<file path="src/rtl/sram_arb_pkg.sv">
// Shared definitions for the SRAM port arbiter: default widths, FSM state
// and owner encodings, SRAM strobe polarities and the write-protect helper.
package sram_arb_pkg;

    localparam int unsigned SRAM_ADDR_W = 4;
    localparam int unsigned SRAM_DATA_W = 8;

    typedef enum logic [1:0] {
        ST_IDLE = 2'd0,
        ST_ACC  = 2'd1,
        ST_CAP  = 2'd2
    } arb_state_e;

    typedef enum logic {
        OWN_I2C = 1'b0,
        OWN_LOC = 1'b1
    } arb_owner_e;

    localparam logic CS_ACTIVE   = 1'b0;
    localparam logic CS_INACTIVE = 1'b1;
    localparam logic RW_READ     = 1'b1;
    localparam logic RW_WRITE    = 1'b0;

    // An I2C access is blocked only when it is a write to a protected address.
    function automatic logic wp_blocked(input logic rw, input logic mask_bit);
        return (rw == RW_WRITE) && mask_bit;
    endfunction

endpackage

</file>
<file path="src/rtl/sram_port_arbiter.sv">
// Two-port arbiter sharing a single-port synchronous SRAM between the I2C
// slave strobe interface (fixed highest priority, cannot stall) and a local
// req/gnt host port. I2C writes to write-protected addresses are dropped.
module sram_port_arbiter
    import sram_arb_pkg::*;
#(
    parameter int unsigned              ADDR_W  = SRAM_ADDR_W,
    parameter int unsigned              DATA_W  = SRAM_DATA_W,
    parameter logic [(2**ADDR_W)-1:0]   WP_MASK = {(2**ADDR_W){1'b0}}
) (
    input  logic              i_ck,
    input  logic              i_rstn,
    // I2C slave side
    input  logic              i2c_cs,
    input  logic              i2c_rw,
    input  logic [ADDR_W-1:0] i2c_addr,
    input  logic [DATA_W-1:0] i2c_wdata,
    output logic [DATA_W-1:0] i2c_rdata,
    output logic              i2c_wp_hit,
    output logic              i2c_ovr,
    // local host side
    input  logic              loc_req,
    input  logic              loc_rw,
    input  logic [ADDR_W-1:0] loc_addr,
    input  logic [DATA_W-1:0] loc_wdata,
    output logic              loc_gnt,
    output logic [DATA_W-1:0] loc_rdata,
    output logic              loc_rvalid,
    // SRAM side
    output logic              mem_cs,
    output logic              mem_rw,
    output logic [ADDR_W-1:0] mem_addr,
    output logic [DATA_W-1:0] mem_wdata,
    input  logic [DATA_W-1:0] mem_rdata
);

    logic              i2c_cs_q_r;
    logic              i2c_pend_r;
    logic              i2c_rw_r;
    logic [ADDR_W-1:0] i2c_addr_r;
    logic [DATA_W-1:0] i2c_wdata_r;
    arb_state_e        state_r;
    arb_owner_e        owner_r;

    logic              strobe_start_s;
    logic              wp_block_s;
    logic              pend_clr_s;

    // Strobe falling-edge detect, write-protect decision and pending clear
    always_comb begin
        strobe_start_s = (i2c_cs == CS_ACTIVE) && (i2c_cs_q_r == CS_INACTIVE);
        wp_block_s     = 1'b0;
        pend_clr_s     = 1'b0;
        if (state_r == ST_IDLE) begin
            wp_block_s = i2c_pend_r && wp_blocked(i2c_rw_r, WP_MASK[i2c_addr_r]);
            pend_clr_s = wp_block_s;
        end else if (state_r == ST_ACC) begin
            pend_clr_s = (owner_r == OWN_I2C);
        end else begin
            pend_clr_s = 1'b0;
        end
    end

    // Capture one I2C request per strobe; a strobe while one is pending is
    // dropped and flagged, but the pending request may still retire that edge
    always_ff @(posedge i_ck or negedge i_rstn) begin
        if (!i_rstn) begin
            i2c_cs_q_r  <= CS_INACTIVE;
            i2c_pend_r  <= 1'b0;
            i2c_rw_r    <= RW_READ;
            i2c_addr_r  <= {ADDR_W{1'b0}};
            i2c_wdata_r <= {DATA_W{1'b0}};
            i2c_ovr     <= 1'b0;
        end else begin
            i2c_cs_q_r <= i2c_cs;
            i2c_ovr    <= strobe_start_s && i2c_pend_r;
            if (strobe_start_s && !i2c_pend_r) begin
                i2c_rw_r    <= i2c_rw;
                i2c_addr_r  <= i2c_addr;
                i2c_wdata_r <= i2c_wdata;
                i2c_pend_r  <= 1'b1;
            end else if (pend_clr_s) begin
                i2c_pend_r <= 1'b0;
            end
        end
    end

    // Arbitration FSM; SRAM strobes and handshake pulses are registered on
    // entry to the state they belong to
    always_ff @(posedge i_ck or negedge i_rstn) begin
        if (!i_rstn) begin
            state_r    <= ST_IDLE;
            owner_r    <= OWN_I2C;
            mem_cs     <= CS_INACTIVE;
            mem_rw     <= RW_READ;
            mem_addr   <= {ADDR_W{1'b0}};
            mem_wdata  <= {DATA_W{1'b0}};
            i2c_rdata  <= {DATA_W{1'b0}};
            loc_rdata  <= {DATA_W{1'b0}};
            loc_gnt    <= 1'b0;
            loc_rvalid <= 1'b0;
            i2c_wp_hit <= 1'b0;
        end else begin
            loc_gnt    <= 1'b0;
            loc_rvalid <= 1'b0;
            i2c_wp_hit <= 1'b0;
            case (state_r)
                ST_IDLE: begin
                    if (wp_block_s) begin
                        i2c_wp_hit <= 1'b1;
                        mem_cs     <= CS_INACTIVE;
                        state_r    <= ST_IDLE;
                    end else if (i2c_pend_r) begin
                        owner_r   <= OWN_I2C;
                        mem_cs    <= CS_ACTIVE;
                        mem_rw    <= i2c_rw_r;
                        mem_addr  <= i2c_addr_r;
                        mem_wdata <= i2c_wdata_r;
                        state_r   <= ST_ACC;
                    end else if (loc_req) begin
                        owner_r   <= OWN_LOC;
                        mem_cs    <= CS_ACTIVE;
                        mem_rw    <= loc_rw;
                        mem_addr  <= loc_addr;
                        mem_wdata <= loc_wdata;
                        loc_gnt   <= 1'b1;
                        state_r   <= ST_ACC;
                    end else begin
                        mem_cs  <= CS_INACTIVE;
                        state_r <= ST_IDLE;
                    end
                end
                ST_ACC: begin
                    mem_cs <= CS_INACTIVE;
                    if (mem_rw == RW_READ) begin
                        state_r <= ST_CAP;
                    end else begin
                        state_r <= ST_IDLE;
                    end
                end
                ST_CAP: begin
                    mem_cs  <= CS_INACTIVE;
                    state_r <= ST_IDLE;
                    if (owner_r == OWN_I2C) begin
                        i2c_rdata <= mem_rdata;
                    end else begin
                        loc_rdata  <= mem_rdata;
                        loc_rvalid <= 1'b1;
                    end
                end
                default: begin
                    mem_cs  <= CS_INACTIVE;
                    state_r <= ST_IDLE;
                end
            endcase
        end
    end

endmodule

</file>
<file path="config.mk">
export PLATFORM = sky130hd
export DESIGN_NAME = sram_port_arbiter
export DESIGN_NICKNAME = d
export VERILOG_FILES = /design/src/rtl/sram_arb_pkg.sv /design/src/rtl/sram_port_arbiter.sv
export SDC_FILE = /design/constraint.sdc
export NUM_CORES = 1
export LEC_CHECK = 0
export CAP_MARGIN = 25
export CORE_MARGIN = 2
export CORE_UTILIZATION = 35
export CTS_CLUSTER_SIZE = 30
export DETAILED_ROUTE_END_ITERATION = 10
export GPL_TIMING_DRIVEN = 0
export MAX_ROUTING_LAYER = met4
export PLACE_DENSITY = 0.64
export SLEW_MARGIN = 15
export SYNTH_ARGS = -nofsm -noshare
export SYNTH_HDL_FRONTEND = slang
export SYNTH_SLANG_ARGS = --single-unit
</file>
<file path="constraint.sdc">
create_clock -name i_ck -period 2.7 [get_ports i_ck]
set_clock_uncertainty 0.05 [all_clocks]
set_input_delay 0.27 -clock i_ck [delete_from_list [all_inputs] [get_ports i_ck]]
set_output_delay 0.27 -clock i_ck [all_outputs]
set_load 0.01 [all_outputs]
</file>
==> results.txt, run 1 <==
----------------------------------------------------
[Worst setup path]
  Path depth of the worst reg2reg path ... 4
  Terminus of the critical flop-to-flop path ... i2c_addr_r[0]$_DFFE_PN0P_
  Slowest cell on crit path ... dfstp_2
  CP Class ... register to primary output
  CP Cell Sequence ... clkdlybuf4s50_1
  Largest stage delay on the critical path ... 0.55 ns
  Required time of the critical path ... 2.38 ns
  Setup slack of the worst register-to-register path ... 1.08 ns
  R2R Path Start ... i2c_pend_r$_DFFE_PN0P_
  Buf/Inv on CP ... 1
  Largest delay share family, worst path ... flip-flops
  Critical Path End Type ... primary output
  Maximum fanout count along the critical path ... 3
  Arrival time at the worst endpoint ... 1.39 ns
  Category of the worst setup path launch point ... register

[Routing]
  Iteration-0 DRC Markers ... 24
  First-pass iteration count of the detailed router ... 2
  Total number of vias ... 1285
  Number of DRC violations after detailed routing ... 0
  Final wirelength ... 4280 µm
  Via-to-Cell Ratio ... 4.59
  Wirelength per Cell ... 15.3 µm
  Number of routed nets with antenna violations ... 0

[Die]
  Width of the chip ... 81.6 µm
  Total I/O pin count ... 72
  Initial core utilization ... 0.360
  Standard-cell rows ... 28
  Total die area ... 0.00665 mm²
  Standard cell core area ... 0.00585 mm²
  Die height ... 81.6 µm

[Finish]
  Layout Nets ... 242
  Layout-stage area growth over the synthesis result ... 45.4%
  Design area ... 0.00306 mm²
  Antenna diodes ... 0
  Core Util, Final ... 0.523
  Layout cells sized above 1 ... 0.395

[Clock tree]
  Buffers inserted by post-CTS timing repair ... 0
  CTS Sinks ... 51
  Total CTS buffers ... 5
  Clock transition at path regs ... 0.09 ns
  CTS H-tree depth ... 2
  Source-to-sink clock delay at the later pin of the worst-skew pair ... 0.30 ns
  Root cell of the clock tree ... clkbuf_8
  Post-cts resize count ... 0
  # hold bufs at CTS ... 1
  Clock tree from TritonCTS ... done
  Worst-case clock buffer depth ... 2

[Global route]
  Largest net degree at the start of global routing ... 30
  Via count of the first global-routing pass ... 1439
  First-pass GRT wire length ... 6910 µm
  All-layer global routing usage ... 0.143
  GRT overflow ... 0
  Antenna violations before repair ... 0

[Worst hold path]
  Worst Hold Path Cells ... 1
  Type of the most critical hold path ... input pin to register
  End point of the most critical hold path ... i2c_cs_q_r$_DFF_PN1_
  Hold path start ... i2c_cs

[Pwr]
  Sequential share of power ... 0.383
  Switching power total ... 1.01 mW
  Share of power burned in combinational logic ... 0.446
  Leak Pwr ... 1.31 nW
  Internal power of the cells ... 2.57 mW
  Switching part of the total power ... 0.282
  Clock network fraction of design power ... 0.171
  Cell area power density ... 1170 mW/mm²
  VDD IR-drop max ... 0.000469 V

[Placement]
  Detail Placement HPWL ... 3280 µm
  Instance area at placement ... 0.00292 mm²
  Last weighted congestion value of the routability-driven placer ... 0.690
  Number of buffers added on ports ... 70

[STA]
  Unrepaired setup endpoints after global routing ... false
  Max Clock Freq ... 0.586 GHz
  Number of failing hold endpoints at the final stage ... 0
  Final setup violation count ... 0
  Fraction of the cycle the final worst path needs ... 0.632
  Remaining max-slew budget at the tightest pin ... 0.643
  Worst hold slack across all endpoints ... 0.413 ns
  Final max-slew violation count ... 0
  Worst-Margin Slew ... 0.536 ns
  Clock period minus worst slack ... 1.71 ns

[Yosys]
  Instance count of the mapped netlist ... 125
  Synthesis-stage register bit count ... 51
  Number of distinct library cells after synthesis ... 18
  Number of warning messages in the yosys log ... 0
  Area of the mapped netlist ... 0.00211 mm²
  Nets in the synthesized netlist ... 163
  Average cell area after synthesis ... 16.8 µm²
  Sequential-to-total area share from yosys stat ... 0.608

[Run]
  Max-cap violations ... 0

[Status]
  Result of the run ... completed

----------------------------------------------------
==> synth_stat cells <==
cell type / count / share of area
mux2_2: 46 / 0.25
a21o_1: 2 / 0.0071
dfstp_2: 4 / 0.050
buf_2: 1 / 0.0024
and3b_1: 2 / 0.0083
buf_6: 2 / 0.011
dfrtp_1: 47 / 0.56
nor3b_4: 2 / 0.018
o21ai_2: 1 / 0.0042
or3b_2: 1 / 0.0042
nor2_1: 1 / 0.0018
conb_1: 1 / 0.0018
nand3b_2: 1 / 0.0053
buf_4: 2 / 0.0071
nor4b_2: 1 / 0.0071
inv_1: 1 / 0.0018
mux2_4: 9 / 0.064
inv_2: 1 / 0.0018
==> how the worst max path moves through the flow <==
stage                     slack, ns                          to              startpoint  cells after the start
after floorplan                1.23   i2c_addr_r[0]$_DFFE_PN0P_  i2c_pend_r$_DFFE_PN0P_                      4
after global placement        -0.08     mem_addr[1]$_DFFE_PN0P_                  i_rstn                      1
after detailed placement       0.80  i2c_wdata_r[6]$_DFFE_PN0P_                  i2c_cs                      4
after CTS                      0.96                      mem_rw      mem_rw$_DFFE_PN1P_                      1
after global routing           0.95                      mem_rw      mem_rw$_DFFE_PN1P_                      1
final                          0.99                      mem_rw      mem_rw$_DFFE_PN1P_                      1
==> area by class of cell <==
class                   instances  area (µm²)
repair buffers                 72         726
flip-flops and latches         51        1280
multi-input cells              67         774
clock inverters                 3        67.6
well taps                      75        93.8
plain buffers                   5        42.5
fillers                       504        2790
clock buffers                   5        68.8
inverters                       2        7.51
==> metrics by stage <==
stage | TNS, ns | setup slack, ns | instances | power (mW)
floorplan | 0 | 1.23 | 125 | 2.27
global placement | -3.76 | -0.0814 | 270 | 2.94
detailed placement | 0 | 0.800 | 271 | 3.01
CTS | 0 | 0.965 | 280 | 3.64
global route | 0 | 0.946 | 280 | 3.80
finish | 0 | 0.992 | 280 | 3.58
==> kinds of logic after synthesis <==
family                 share of synthesized area
AO/OA/AOI/OAI                             0.0113
multiplexers                               0.310
AND/OR/NAND/NOR                           0.0446
buffers and inverters                     0.0238
other                                    0.00178
flip-flops                                 0.608
==> cell usage in the layout (no fill, tap or decap) <==
cell / Yosys / routed
bufinv_16: 0 / 2
buf_6: 2 / 2
clkdlybuf4s50_1: 0 / 69
dfstp_2: 4 / 4
buf_12: 0 / 1
inv_1: 1 / 1
and3b_1: 2 / 2
clkinvlp_4: 0 / 1
dfrtp_1: 47 / 47
nor3b_4: 2 / 2
o21ai_2: 1 / 1
or3b_2: 1 / 1
clkbuf_8: 0 / 5
conb_1: 1 / 1
mux2_2: 46 / 46
nand3b_2: 1 / 1
mux2_4: 9 / 9
nor4b_2: 1 / 1
dlygate4sd3_1: 0 / 1
nor2_1: 1 / 1
inv_2: 1 / 1
buf_2: 1 / 2
a21o_1: 2 / 2
buf_4: 2 / 2
==> power groups by stage <==
stage,Sequential (mW),Combinational (mW),Clock [mW]
after detailed placement,1.38,1.63,0
after floorplan,1.46,0.814,0
final,1.37,1.59,0.613
after global routing,1.42,1.71,0.667
after global placement,1.36,1.58,0
after CTS,1.37,1.63,0.639
==> registers in the layout (all words and copies together) (netlist names) <==
| name | flops |
|---|---|
| i2c_addr_r | 4 |
| loc_gnt | 1 |
| i2c_ovr | 1 |
| i2c_cs_q_r | 1 |
| i2c_rw_r | 1 |
| i2c_wdata_r | 8 |
| state_r | 2 |
| mem_wdata | 8 |
| mem_addr | 4 |
| loc_rdata | 8 |
| i2c_rdata | 8 |
| loc_rvalid | 1 |
| owner_r | 1 |
| mem_rw | 1 |
| mem_cs | 1 |
| i2c_pend_r | 1 |
==> metal layers <==
metal / track usage / vias to the layer above / wire [µm]
met4: 0.0407 / 0 / 47
met1: 0.166 / 624 / 1770
met3: 0.0495 / 5 / 395
met2: 0.237 / 63 / 2060
met5: - / - / 0
li1: - / 593 / -
No activity file was read; power rests on OpenSTA's default activity.
==> run 2: changes to the inputs <==
==> constraint.sdc (replaced) <==
create_clock -name i_ck -period 1.7 [get_ports i_ck]
set_clock_uncertainty 0.05 [all_clocks]
set_input_delay 0.17 -clock i_ck [delete_from_list [all_inputs] [get_ports i_ck]]
set_output_delay 0.17 -clock i_ck [all_outputs]
set_load 0.01 [all_outputs]
==> results of run 2 <==
Same layout as run 1 (identical final DEF). Status: completed.
Among the figures that moved: setup slack after placement 0.800 ns -> -0.0996 ns; setup slack after layout 0.992 ns -> 0.0790 ns; hold slack 0.413 ns -> 0.313 ns; start point of the critical path mem_rw$_DFFE_PN1P_ -> i2c_pend_r$_DFFE_PN0P_; end point of the critical path mem_rw -> i2c_addr_r[0]$_DFFE_PN0P_; register-to-register setup slack 1.08 ns -> 0.08 ns; total power 3.58 mW -> 5.68 mW; worst IR drop on VDD 0.000469 V -> 0.000744 V
==> run 3: changes to the inputs <==
--- a/config.mk
+++ b/config.mk
@@ -12,7 +12,7 @@
 export DETAILED_ROUTE_END_ITERATION = 10
 export GPL_TIMING_DRIVEN = 0
 export MAX_ROUTING_LAYER = met4
-export PLACE_DENSITY = 0.64
+export PLACE_DENSITY = 0.67
 export SLEW_MARGIN = 15
 export SYNTH_ARGS = -nofsm -noshare
 export SYNTH_HDL_FRONTEND = slang
==> run 3 against run 2 <==
Sequential share of layout area is 0.50 points higher; power is 4.5% lower; final cell count stayed put; flip-flop and latch count stayed put; clock power is 24% lower; non-clock buffer count stayed put; via count is 1.8% lower; hold slack better by 0.019 ns; critical path type is now register to primary output; register-to-register slack better by 0.02 ns.
==> results.txt, run 3 (synthesis results as in run 1) <==
----------------------------------------------------
[Status]
  Result of the run ... completed

[STA]
  Remaining max-slew budget at the tightest pin ... 0.648
  Post-route setup slack ... 0.0890 ns
  Worst-Margin Slew ... 0.529 ns
  Max Clock Freq ... 0.621 GHz
  Unrepaired setup endpoints after global routing ... false
  Final max-slew violation count ... 0
  Number of failing hold endpoints at the final stage ... 0
  Worst hold slack across all endpoints ... 0.332 ns
  Fraction of the cycle the final worst path needs ... 0.948
  Final setup violation count ... 0
  Clock period minus worst slack ... 1.61 ns

[Worst setup path]
  Maximum fanout count along the critical path ... 3
  Largest delay share family, worst path ... flip-flops
  Slowest cell on crit path ... dfstp_2
  Path depth of the worst reg2reg path ... 4
  Critical path depth ... 1
  Buf/Inv on CP ... 1
  CP Cell Sequence ... clkdlybuf4s50_1
  Critical Path End Type ... primary output
  Largest stage delay on the critical path ... 0.55 ns
  CP Class ... register to primary output
  Category of the worst setup path launch point ... register
  Setup slack of the worst register-to-register path ... 0.10 ns
  Required time of the critical path ... 1.48 ns
  Arrival time at the worst endpoint ... 1.39 ns

[Clock tree]
  Total CTS buffers ... 5
  CTS Sinks ... 51
  Source-to-sink clock delay at the later pin of the worst-skew pair ... 0.29 ns
  Clock tree from TritonCTS ... done
  Worst-case clock buffer depth ... 2
  # hold bufs at CTS ... 1
  Clock transition at path regs ... 0.08 ns
  Buffers inserted by post-CTS timing repair ... 0
  CTS H-tree depth ... 2
  Post-cts resize count ... 0
  Root cell of the clock tree ... clkbuf_8

[Die]
  Standard cell core area ... 0.00585 mm²
  Standard-cell rows ... 28
  Die height ... 81.6 µm
  Total I/O pin count ... 72
  Width of the chip ... 81.6 µm
  Total die area ... 0.00665 mm²
  Initial core utilization ... 0.360

[Routing]
  First-pass iteration count of the detailed router ... 2
  Number of DRC violations after detailed routing ... 0
  Iteration-0 DRC Markers ... 25
  Via-to-Cell Ratio ... 4.51
  Final wirelength ... 4130 µm
  Number of routed nets with antenna violations ... 0
  Wirelength per Cell ... 14.7 µm
  Total number of vias ... 1262

[Placement]
  Last weighted congestion value of the routability-driven placer ... 0.677
  Detail Placement HPWL ... 3020 µm
  Number of buffers added on ports ... 70
  Post-place setup slack ... -0.0898 ns

[Finish]
  Core Util, Final ... 0.517
  Layout cells sized above 1 ... 0.390
  Layout Nets ... 242
  Fillcell total ... 525
  Antenna diodes ... 0
  Commonest non-fill, non-tap cells in the layout ... clkdlybuf4s50_1, dfrtp_1, mux2_2
  Most common library cell in the layout ignoring fill and taps ... clkdlybuf4s50_1
  Layout-stage area growth over the synthesis result ... 43.7%

[Global route]
  GRT overflow ... 0
  All-layer global routing usage ... 0.137
  Via count of the first global-routing pass ... 1352
  Antenna violations before repair ... 0
  Largest net degree at the start of global routing ... 30
  First-pass GRT wire length ... 6620 µm

[Pwr]
  VDD IR-drop max ... 0.000809 V
  Cell area power density ... 1790 mW/mm²
  Leak Pwr ... 1.29 nW

[Worst hold path]
  Type of the most critical hold path ... input pin to asynchronous set/reset pin

[Run]
  Max-cap violations ... 0

----------------------------------------------------
==> run 3: changes by cell type in the layout (fill, tap and decap cells not counted) <==
cell	change
bufinv_16	-2
clkbuf_1	+1
clkbuf_8	+2
clkinvlp_4	-1
==> run 3: worst paths after layout <==
kind / from / to
max: mem_rw$_DFFE_PN1P_ / mem_rw
min: i_rstn / i2c_rdata[3]$_DFFE_PN0P_
max reg2reg: i2c_pend_r$_DFFE_PN0P_ / i2c_wdata_r[5]$_DFFE_PN0P_
min reg2reg: mem_addr[2]$_DFFE_PN0P_ / mem_addr[2]$_DFFE_PN0P_
max in group asynchronous: i_rstn / i2c_rw_r$_DFFE_PN1P_
min in group i_ck: i2c_cs / i2c_cs_q_r$_DFF_PN1_
==> run 3: area by class of cell <==
cell class              count  area, µm²  area share
well taps                  75       93.8      0.0310
flip-flops and latches     51       1280       0.423
inverters                   2       7.51     0.00248
repair buffers             72        726       0.240
clock buffers               8        100      0.0331
multi-input cells          67        774       0.256
plain buffers               5       42.5      0.0141
==> run 3: power breakdown <==
group	internal, mW	leakage (nW)	switching [mW]
combinational	1.66	0.637	0.866
clock	0.372	0.0515	0.367
sequential	1.83	0.605	0.327
==> run 3: per-layer routing <==
| layer | vias up | part of all wire | track usage | routed length [µm] |
|---|---|---|---|---|
| met2 | 55 | 0.46 | 0.210 | 1900 |
| met3 | 5 | 0.098 | 0.0516 | 403 |
| met4 | 0 | 0.0063 | 0.0305 | 26 |
| met1 | 603 | 0.43 | 0.173 | 1790 |
| li1 | 599 | - | - | - |
| met5 | - | 0 | - | 0 |
==> run 3: per-stage QoR <==
| step | area, µm² | TNS [ns] | cells | total power [mW] |
|---|---|---|---|---|
| final | 3030 | 0 | 280 | 5.42 |
| after global routing | 3030 | 0 | 280 | 5.79 |
| after CTS | 3030 | 0 | 280 | 5.51 |
| after detailed placement | 2920 | -0.702 | 271 | 4.75 |
| after global placement | 2900 | -56.79 | 270 | 4.69 |
| after floorplan | 2110 | 0 | 125 | 3.61 |
